===== config.mk =====
export PLATFORM = sky130hd
export DESIGN_NAME = fp_addsub_arbiter_flat
export DESIGN_NICKNAME = d
export VERILOG_FILES = /design/src/rtl/fp_addsub_arbiter_if.sv /design/src/rtl/fp_addsub_arbiter.sv /design/src/flat_wrapper.sv
export SDC_FILE = /design/constraint.sdc
export NUM_CORES = 1
export LEC_CHECK = 0
export CORE_ASPECT_RATIO = 0.8
export CORE_MARGIN = 2
export CORE_UTILIZATION = 47
export CTS_BUF_LIST = sky130_fd_sc_hd__clkbuf_8
export CTS_CLUSTER_DIAMETER = 150
export DETAILED_ROUTE_END_ITERATION = 10
export PLACE_DENSITY = 0.72
export SLEW_MARGIN = 5
export SYNTH_ARGS = -nofsm -noshare
export SYNTH_HDL_FRONTEND = slang
export SYNTH_SLANG_ARGS = --single-unit
export TNS_END_PERCENT = 5

===== constraint.sdc =====
create_clock -name clk -period 51.8 [get_ports clk]
set_input_delay 7.77 -clock clk [delete_from_list [all_inputs] [get_ports clk]]
set_output_delay 7.77 -clock clk [all_outputs]
set_load 0.05 [all_outputs]

===== src/rtl/fp_addsub_arbiter_if.sv =====
// Request/response bundle between FP issue ports and the shared add/sub unit.
// master = requesters + result consumer, slave = fp_addsub_arbiter.
interface fp_addsub_arbiter_if #(
  parameter int NREQ = 4,
  parameter int IDW  = 2
);
  logic [NREQ-1:0]    req_valid;
  logic [NREQ-1:0]    req_ready;
  logic [NREQ-1:0]    req_op;
  logic [32*NREQ-1:0] req_a;
  logic [32*NREQ-1:0] req_b;
  logic               resp_valid;
  logic               resp_ready;
  logic [31:0]        resp_data;
  logic [IDW-1:0]     resp_id;
  logic [2:0]         resp_flags;

  modport master (
    output req_valid, req_op, req_a, req_b, resp_ready,
    input  req_ready, resp_valid, resp_data, resp_id, resp_flags
  );

  modport slave (
    input  req_valid, req_op, req_a, req_b, resp_ready,
    output req_ready, resp_valid, resp_data, resp_id, resp_flags
  );
endinterface


===== src/rtl/fp_addsub_arbiter.sv =====
// Round-robin arbiter sharing one binary32 adder among NREQ requesters.
// Define FP_ADDSUB_ARB_FLAGS_EN to build the resp_flags capture logic.
module fp_addsub_arbiter #(
  parameter int NREQ = 4,
  parameter int IDW  = 2
) (
  input  logic                      clk,
  input  logic                      rst,
  fp_addsub_arbiter_if.slave        bus,
  output logic                      busy,
  output logic [15:0]               op_count
);
  localparam int unsigned NREQ_U = NREQ;

  typedef enum logic [1:0] {IDLE, EXEC, DONE} state_t;

  state_t         state, state_nxt;
  logic [IDW-1:0] ptr, id_r, win;
  logic           win_vld;
  int unsigned    arb_idx;
  logic [31:0]    opa, opb, res_r, sum_w;

  // Rotating priority: search starts just above the last granted index.
  always_comb begin
    win     = '0;
    win_vld = 1'b0;
    arb_idx = 0;
    for (int unsigned k = 1; k <= NREQ_U; k++) begin
      arb_idx = (32'(ptr) + k) % NREQ_U;
      if (!win_vld && bus.req_valid[arb_idx]) begin
        win_vld = 1'b1;
        win     = IDW'(arb_idx);
      end
    end
  end

  always_comb begin
    state_nxt     = state;
    bus.req_ready = '0;
    case (state)
      IDLE: if (win_vld) begin
        bus.req_ready[win] = 1'b1;
        state_nxt          = EXEC;
      end
      EXEC:    state_nxt = DONE;
      DONE:    if (bus.resp_ready) state_nxt = IDLE;
      default: state_nxt = IDLE;
    endcase
  end

  always_ff @(posedge clk) begin
    if (rst) begin
      state    <= IDLE;
      ptr      <= IDW'(NREQ - 1);
      id_r     <= '0;
      opa      <= '0;
      opb      <= '0;
      res_r    <= '0;
      op_count <= '0;
    end else begin
      state <= state_nxt;
      case (state)
        IDLE: if (win_vld) begin
          opa  <= bus.req_a[32*win +: 32];
          opb  <= bus.req_b[32*win +: 32] ^ {bus.req_op[win], 31'd0};
          id_r <= win;
          ptr  <= win;
        end
        EXEC:    res_r <= sum_w;
        DONE:    if (bus.resp_ready) op_count <= op_count + 16'd1;
        default: ;
      endcase
    end
  end

  assign busy           = (state != IDLE);
  assign bus.resp_valid = (state == DONE);
  assign bus.resp_data  = res_r;
  assign bus.resp_id    = id_r;

  // Combinational binary32 adder, round-to-nearest-even, subnormal aware.
  logic        x_big_a, x_sl, x_sub;
  logic [23:0] x_ma, x_mb, x_ml, x_ms;
  logic [7:0]  x_ea, x_eb, x_el, x_es, x_d;
  logic [26:0] x_al, x_as, x_mask, x_nm;
  logic [27:0] x_sum;
  logic [9:0]  x_e, x_sh;
  logic [4:0]  x_lz;
  logic        x_up;
  logic [24:0] x_mr;

  always_comb begin
    x_ea    = (opa[30:23] == 8'd0) ? 8'd1 : opa[30:23];
    x_eb    = (opb[30:23] == 8'd0) ? 8'd1 : opb[30:23];
    x_ma    = {opa[30:23] != 8'd0, opa[22:0]};
    x_mb    = {opb[30:23] != 8'd0, opb[22:0]};
    x_big_a = (opa[30:0] >= opb[30:0]);
    x_sl    = x_big_a ? opa[31] : opb[31];
    x_ml    = x_big_a ? x_ma : x_mb;
    x_ms    = x_big_a ? x_mb : x_ma;
    x_el    = x_big_a ? x_ea : x_eb;
    x_es    = x_big_a ? x_eb : x_ea;
    x_d     = x_el - x_es;
    x_sub   = opa[31] ^ opb[31];
    x_al    = {x_ml, 3'b000};
    x_mask  = (27'd1 << x_d[4:0]) - 27'd1;
    if (x_d >= 8'd27) x_as = {26'd0, |x_ms};
    else x_as = ({x_ms, 3'b000} >> x_d[4:0]) | {26'd0, |({x_ms, 3'b000} & x_mask)};
    x_sum = x_sub ? ({1'b0, x_al} - {1'b0, x_as}) : ({1'b0, x_al} + {1'b0, x_as});

    x_lz = 5'd27;
    for (int unsigned i = 0; i < 27; i++) if (x_sum[i]) x_lz = 5'(26 - i);

    // Left normalisation stops at exponent 1 so tiny results come out subnormal.
    x_e  = {2'b00, x_el};
    x_sh = '0;
    if (x_sum[27]) begin
      x_nm = {x_sum[27:2], |x_sum[1:0]};
      x_e  = x_e + 10'd1;
    end else begin
      x_sh = ({5'd0, x_lz} < (x_e - 10'd1)) ? {5'd0, x_lz} : (x_e - 10'd1);
      x_nm = x_sum[26:0] << x_sh;
      x_e  = x_e - x_sh;
      if (!x_nm[26]) x_e = '0;
    end

    x_up = x_nm[2] & (x_nm[1] | x_nm[0] | x_nm[3]);
    x_mr = {1'b0, x_nm[26:3]} + {24'd0, x_up};
    if (x_mr[24]) begin
      x_mr = x_mr >> 1;
      x_e  = x_e + 10'd1;
    end else if (x_e == 10'd0 && x_mr[23]) begin
      x_e = 10'd1;
    end

    if (x_e >= 10'd255) sum_w = {x_sl, 8'hFF, 23'd0};
    else                sum_w = {x_sl, x_e[7:0], x_mr[22:0]};
    if (x_sum == '0) sum_w = {opa[31] & opb[31], 31'd0};

    if (opa[30:23] == 8'hFF || opb[30:23] == 8'hFF) begin
      if ((opa[30:23] == 8'hFF && opa[22:0] != 23'd0) ||
          (opb[30:23] == 8'hFF && opb[22:0] != 23'd0) ||
          (opa[30:23] == 8'hFF && opb[30:23] == 8'hFF && x_sub))
        sum_w = 32'h7FC0_0000;
      else if (opa[30:23] == 8'hFF)
        sum_w = opa;
      else
        sum_w = opb;
    end
  end

`ifdef FP_ADDSUB_ARB_FLAGS_EN
  logic [2:0] flags_r;

  always_ff @(posedge clk) begin
    if (rst) flags_r <= '0;
    else if (state == EXEC)
      flags_r <= {(opa[30:23] == 8'hFF) || (opb[30:23] == 8'hFF),
                  sum_w[30:23] == 8'hFF,
                  sum_w[30:0] == 31'd0};
  end

  assign bus.resp_flags = flags_r;
`else
  assign bus.resp_flags = 3'b000;
`endif
endmodule

===== src/flat_wrapper.sv =====
// flat-port wrapper written by rule: the top's interface ports become plain ports
module fp_addsub_arbiter_flat 
#(
  parameter int NREQ = 4,
  parameter int IDW  = 2
)
  (clk, rst, busy, op_count, bus_req_valid, bus_req_op, bus_req_a, bus_req_b, bus_resp_ready, bus_req_ready, bus_resp_valid, bus_resp_data, bus_resp_id, bus_resp_flags);
  fp_addsub_arbiter_if #(.NREQ(NREQ), .IDW(IDW)) bus_i ();
  input  logic clk;
  input  logic rst;
  output logic busy;
  output logic [15:0] op_count;
  input wire logic [$bits(bus_i.req_valid)-1:0] bus_req_valid;
  input wire logic [$bits(bus_i.req_op)-1:0] bus_req_op;
  input wire logic [$bits(bus_i.req_a)-1:0] bus_req_a;
  input wire logic [$bits(bus_i.req_b)-1:0] bus_req_b;
  input wire logic [$bits(bus_i.resp_ready)-1:0] bus_resp_ready;
  output wire logic [$bits(bus_i.req_ready)-1:0] bus_req_ready;
  output wire logic [$bits(bus_i.resp_valid)-1:0] bus_resp_valid;
  output wire logic [$bits(bus_i.resp_data)-1:0] bus_resp_data;
  output wire logic [$bits(bus_i.resp_id)-1:0] bus_resp_id;
  output wire logic [$bits(bus_i.resp_flags)-1:0] bus_resp_flags;
  assign bus_i.req_valid = bus_req_valid;
  assign bus_i.req_op = bus_req_op;
  assign bus_i.req_a = bus_req_a;
  assign bus_i.req_b = bus_req_b;
  assign bus_i.resp_ready = bus_resp_ready;
  assign bus_req_ready = bus_i.req_ready;
  assign bus_resp_valid = bus_i.resp_valid;
  assign bus_resp_data = bus_i.resp_data;
  assign bus_resp_id = bus_i.resp_id;
  assign bus_resp_flags = bus_i.resp_flags;
  fp_addsub_arbiter #(.NREQ(NREQ), .IDW(IDW)) u_core (.clk(clk), .rst(rst), .bus(bus_i), .busy(busy), .op_count(op_count));
endmodule

==> impl_results.md <==
* Clock input transition at the sequential cells of the worst setup and hold paths at 0.09 ns
* Most used cell along the critical path: sky130_fd_sc_hd__ha_1
* F_max at 0.0502 GHz
* Cell at the root of the clock tree: sky130_fd_sc_hd__clkbuf_8
* EDFF count, synth at 0
* Final period util at 0.385
* Number of sinks handled by clock tree synthesis at 118
* Pin slew with the least headroom to its limit at 1.39 ns
* CTS Buf Count at 17
* Worst skew pair latency at 0.47 ns
* H-tree levels at 4
* Async set-or-reset flop fraction in the synthesized netlist at 0
* Met2 Track Usage GR at 0.627
* Startpoint of the tightest hold check path: u_core.bus.resp_data[7]$_SDFFE_PP0N_
* Die Footprint at 0.0440 sq mm
* Total of hold buffers inserted after clock tree synthesis at 0
* Count of buffers added by post-CTS timing repair for setup at 0
* Total global-route track usage at 0.416
* Fraction of post-synthesis cell area in the top cell type by area at 0.119
* DIE WIDTH at 234 microns
* Antenna violations before repair at 8
* Final Net Count at 3,466
* Die height at 188 microns
* DRC Markers at 0
* Number of warnings printed during yosys synthesis at 0
* Antenna-violating nets left at 0
* Reported max-cap violation count at 0
* Xor-xnor portion of the synthesized cell area at 0.0383
* Synth Cell Area at 0.0199 sq mm
* Portion of the post-synthesis area used by sequential elements at 0.119
* Critical-path top delay cell: sky130_fd_sc_hd__and3_1
* Number of detailed-routing iterations run before antenna repair at 7
* Critical path launch point type: register
* Main combinational cell family by area after synthesis: compound AO/OA/AOI/OAI gates
* GRT busiest layer: met2
* Unrepaired setup endpoints after global routing: false
* Syn_area_per_cell at 6.83 sq um
* Worst-case clock skew at 0.0215 ns
* Cell variety after synth at 118
* Met1 track utilization from global routing at 0.543
* Core region area at 0.0418 sq mm
* Port buffer count at 322
* Placer Congestion at 1.13
* Clock tree buffer depth at 2
* Final Hold Fails at 0
* Slew Viols, Final at 0
* Layout filler cell count at 3,997
* Register bit count reported by yosys at 118
* Adder-cell area share of the yosys netlist at 0.0685
* Remaining Overflow, GRT at 0
* Type of the worst setup path: reg -> reg
* Number of vias after detailed routing at 25.5k
* GR Layer Usage met3 at 0.110
* CTS tree: done
* Kind of path behind the tightest hold check: reg -> reg
* Data required time at the worst endpoint at 52.12 ns
* Simple logic cell fraction of the synthesized area at 0.256
* Cell accounting for the most synthesized area: sky130_fd_sc_hd__dfxtp_1
* DP HPWL at 75,200 microns
* Count of cells resized by post-cts repair at 0
* Arrival time at the worst endpoint at 20.25 ns
* Worst setup path start: u_core.opb[25]$_SDFFE_PP0P_
* Initial DRC count at 3,617
* Detailed-route vias per instance at 6.97
* Endpoint class of the critical path: register
* Wire length of the first global-routing pass at 142,000 microns
* Routed WL at 94,600 microns
* Delay of the slowest cell on the worst path at 1.01 ns
* Critical Path Fanout Max at 86
* Final-report setup violation count at 0
* Via count of the first global-routing pass at 23.7k
* Post-route minimum period at 19.93 ns
* Share of post-route cells with drive strength above 1 at 0.0680
* Routed wire per std cell at 25.8 microns
* Placed instance count at 3,625
* Post-route setup TNS at 0 ns
* Outcome: complete, no violations
* Complex-gate fraction of the synthesized area at 0.348
* Largest cells by area after synthesis: sky130_fd_sc_hd__dfxtp_1, sky130_fd_sc_hd__mux2i_1, sky130_fd_sc_hd__ha_1
* Area grow syn2layout at 20.0%
* Core Util, Final at 0.570
* Post-route insts no fill at 3,662
* Leading register cell type out of synthesis: sky130_fd_sc_hd__dfxtp_1
* Multiplexer share of the synthesized area at 0.101
* Largest net degree at the start of global routing at 94
* Relative slew slack at 0.0644
* Starting utilization of the core area at 0.475
* Cell count after synthesis at 2,909
* R2R Path Start: u_core.opb[25]$_SDFFE_PP0P_
* Number of rows in the core area at 67
* Top Ports at 326
-- layout by cell type, fill, tap and decap left out, types with 36 or more instances in the layout --
cell,count
sky130_fd_sc_hd__clkdlybuf4s50_1,321
sky130_fd_sc_hd__mux2i_1,141
sky130_fd_sc_hd__o211ai_1,37
sky130_fd_sc_hd__nand3_1,94
sky130_fd_sc_hd__o21ai_0,166
sky130_fd_sc_hd__nor2_1,296
sky130_fd_sc_hd__buf_4,51
sky130_fd_sc_hd__nand4_1,57
sky130_fd_sc_hd__and2_1,38
sky130_fd_sc_hd__o22ai_1,60
sky130_fd_sc_hd__nand2_1,318
sky130_fd_sc_hd__ha_1,104
sky130_fd_sc_hd__a211oi_1,69
sky130_fd_sc_hd__a31oi_1,48
sky130_fd_sc_hd__o21ai_1,36
sky130_fd_sc_hd__nor3_1,67
sky130_fd_sc_hd__a21oi_1,258
sky130_fd_sc_hd__dfxtp_1,118
sky130_fd_sc_hd__xnor2_1,53
sky130_fd_sc_hd__inv_1,117
-- routing by layer --
metal | wire, microns | vias to the layer above
met1 | 36600 | 11900
met3 | 12200 | 335
met5 | 30 | -
met4 | 5470 | 4
met2 | 40300 | 1950
li1 | - | 11300
-- worst paths after layout --
path,to,slack [ns],depth (start not counted)
min reg2reg,u_core.bus.resp_data[7]$_SDFFE_PP0N_,0.45,2
max reg2reg,u_core.bus.resp_data[26]$_SDFFE_PP0N_,31.87,59
max,u_core.bus.resp_data[26]$_SDFFE_PP0N_,31.87,59
min,u_core.bus.resp_data[7]$_SDFFE_PP0N_,0.45,2
-- critical path: cells and delay by family, from the launching register on --
kind / cells / cell delay, ns
fa+ha+maj: 5 / 1.89
mux: 3 / 0.76
buf+inv: 6 / 1.93
compound gates: 21 / 6.17
flops: 1 / 0.57
simple gates: 24 / 8.37
-- per-stage QoR --
step / setup slack (ns) / cell area [sq um] / hold WS [ns]
2_1_floorplan: 33.97 / 19900 / 0.471
3_3_place_gp: 32.93 / 23400 / 0.440
3_5_place_dp: 32.56 / 23400 / 0.442
4_1_cts: 32.45 / 23800 / 0.456
5_1_grt: 30.69 / 23800 / 0.476
6_report: 31.87 / 23800 / 0.454
-- Yosys cell counts (22+ instances only) --
cell type and instances:
sky130_fd_sc_hd__a211oi_1 69, sky130_fd_sc_hd__a21o_1 35, sky130_fd_sc_hd__a21oi_1 259, sky130_fd_sc_hd__a311oi_1 35, sky130_fd_sc_hd__a31oi_1 48, sky130_fd_sc_hd__and2_1 38
sky130_fd_sc_hd__and3_1 26, sky130_fd_sc_hd__buf_1 22, sky130_fd_sc_hd__buf_2 38, sky130_fd_sc_hd__clkbuf_1 137, sky130_fd_sc_hd__dfxtp_1 118, sky130_fd_sc_hd__ha_1 104
sky130_fd_sc_hd__inv_1 116, sky130_fd_sc_hd__mux2i_1 141, sky130_fd_sc_hd__nand2_1 319, sky130_fd_sc_hd__nand3_1 94, sky130_fd_sc_hd__nand4_1 57, sky130_fd_sc_hd__nor2_1 298
sky130_fd_sc_hd__nor3_1 67, sky130_fd_sc_hd__nor4_1 34, sky130_fd_sc_hd__o211ai_1 37, sky130_fd_sc_hd__o21a_1 26, sky130_fd_sc_hd__o21ai_0 166, sky130_fd_sc_hd__o21ai_1 36
sky130_fd_sc_hd__o22ai_1 60, sky130_fd_sc_hd__o31ai_1 26, sky130_fd_sc_hd__xnor2_1 54, sky130_fd_sc_hd__xor2_1 33
-- sequential cells by signal, indices dropped and copies added, names as in the netlist --
signal,count
u_core.bus.resp_data,32
u_core.bus.resp_id,2
u_core.opa,32
u_core.ptr,2
u_core.op_count,16
u_core.state,2
u_core.opb,32
-- final cells by class --
type / count / area (sq um) / area share
inverter: 126 / 475 / 0.0199
clock buffer: 17 / 234 / 0.00981
tap: 552 / 691 / 0.0290
clock inverter: 15 / 226 / 0.00950
antenna: 5 / 12.5 / 0.000525
sequential: 118 / 2360 / 0.0991
timing repair buffer: 372 / 3600 / 0.151
multi-input combinational: 2457 / 16200 / 0.681
-- cell families after synthesis --
| kind of cell | Yosys count |
|---|---|
| and+or+nand+nor | 1062 |
| AOI/OAI and AO/OA | 1022 |
| buffers and inverters | 336 |
| muxes | 176 |
| DFF | 118 |
| adders and majority gates | 107 |
| xor gates and xnor gates | 87 |
| other | 1 |
Power is left out: the tool's default activity adds up to more than one toggle a clock period on the data nets, which glitch-free logic cannot reach.
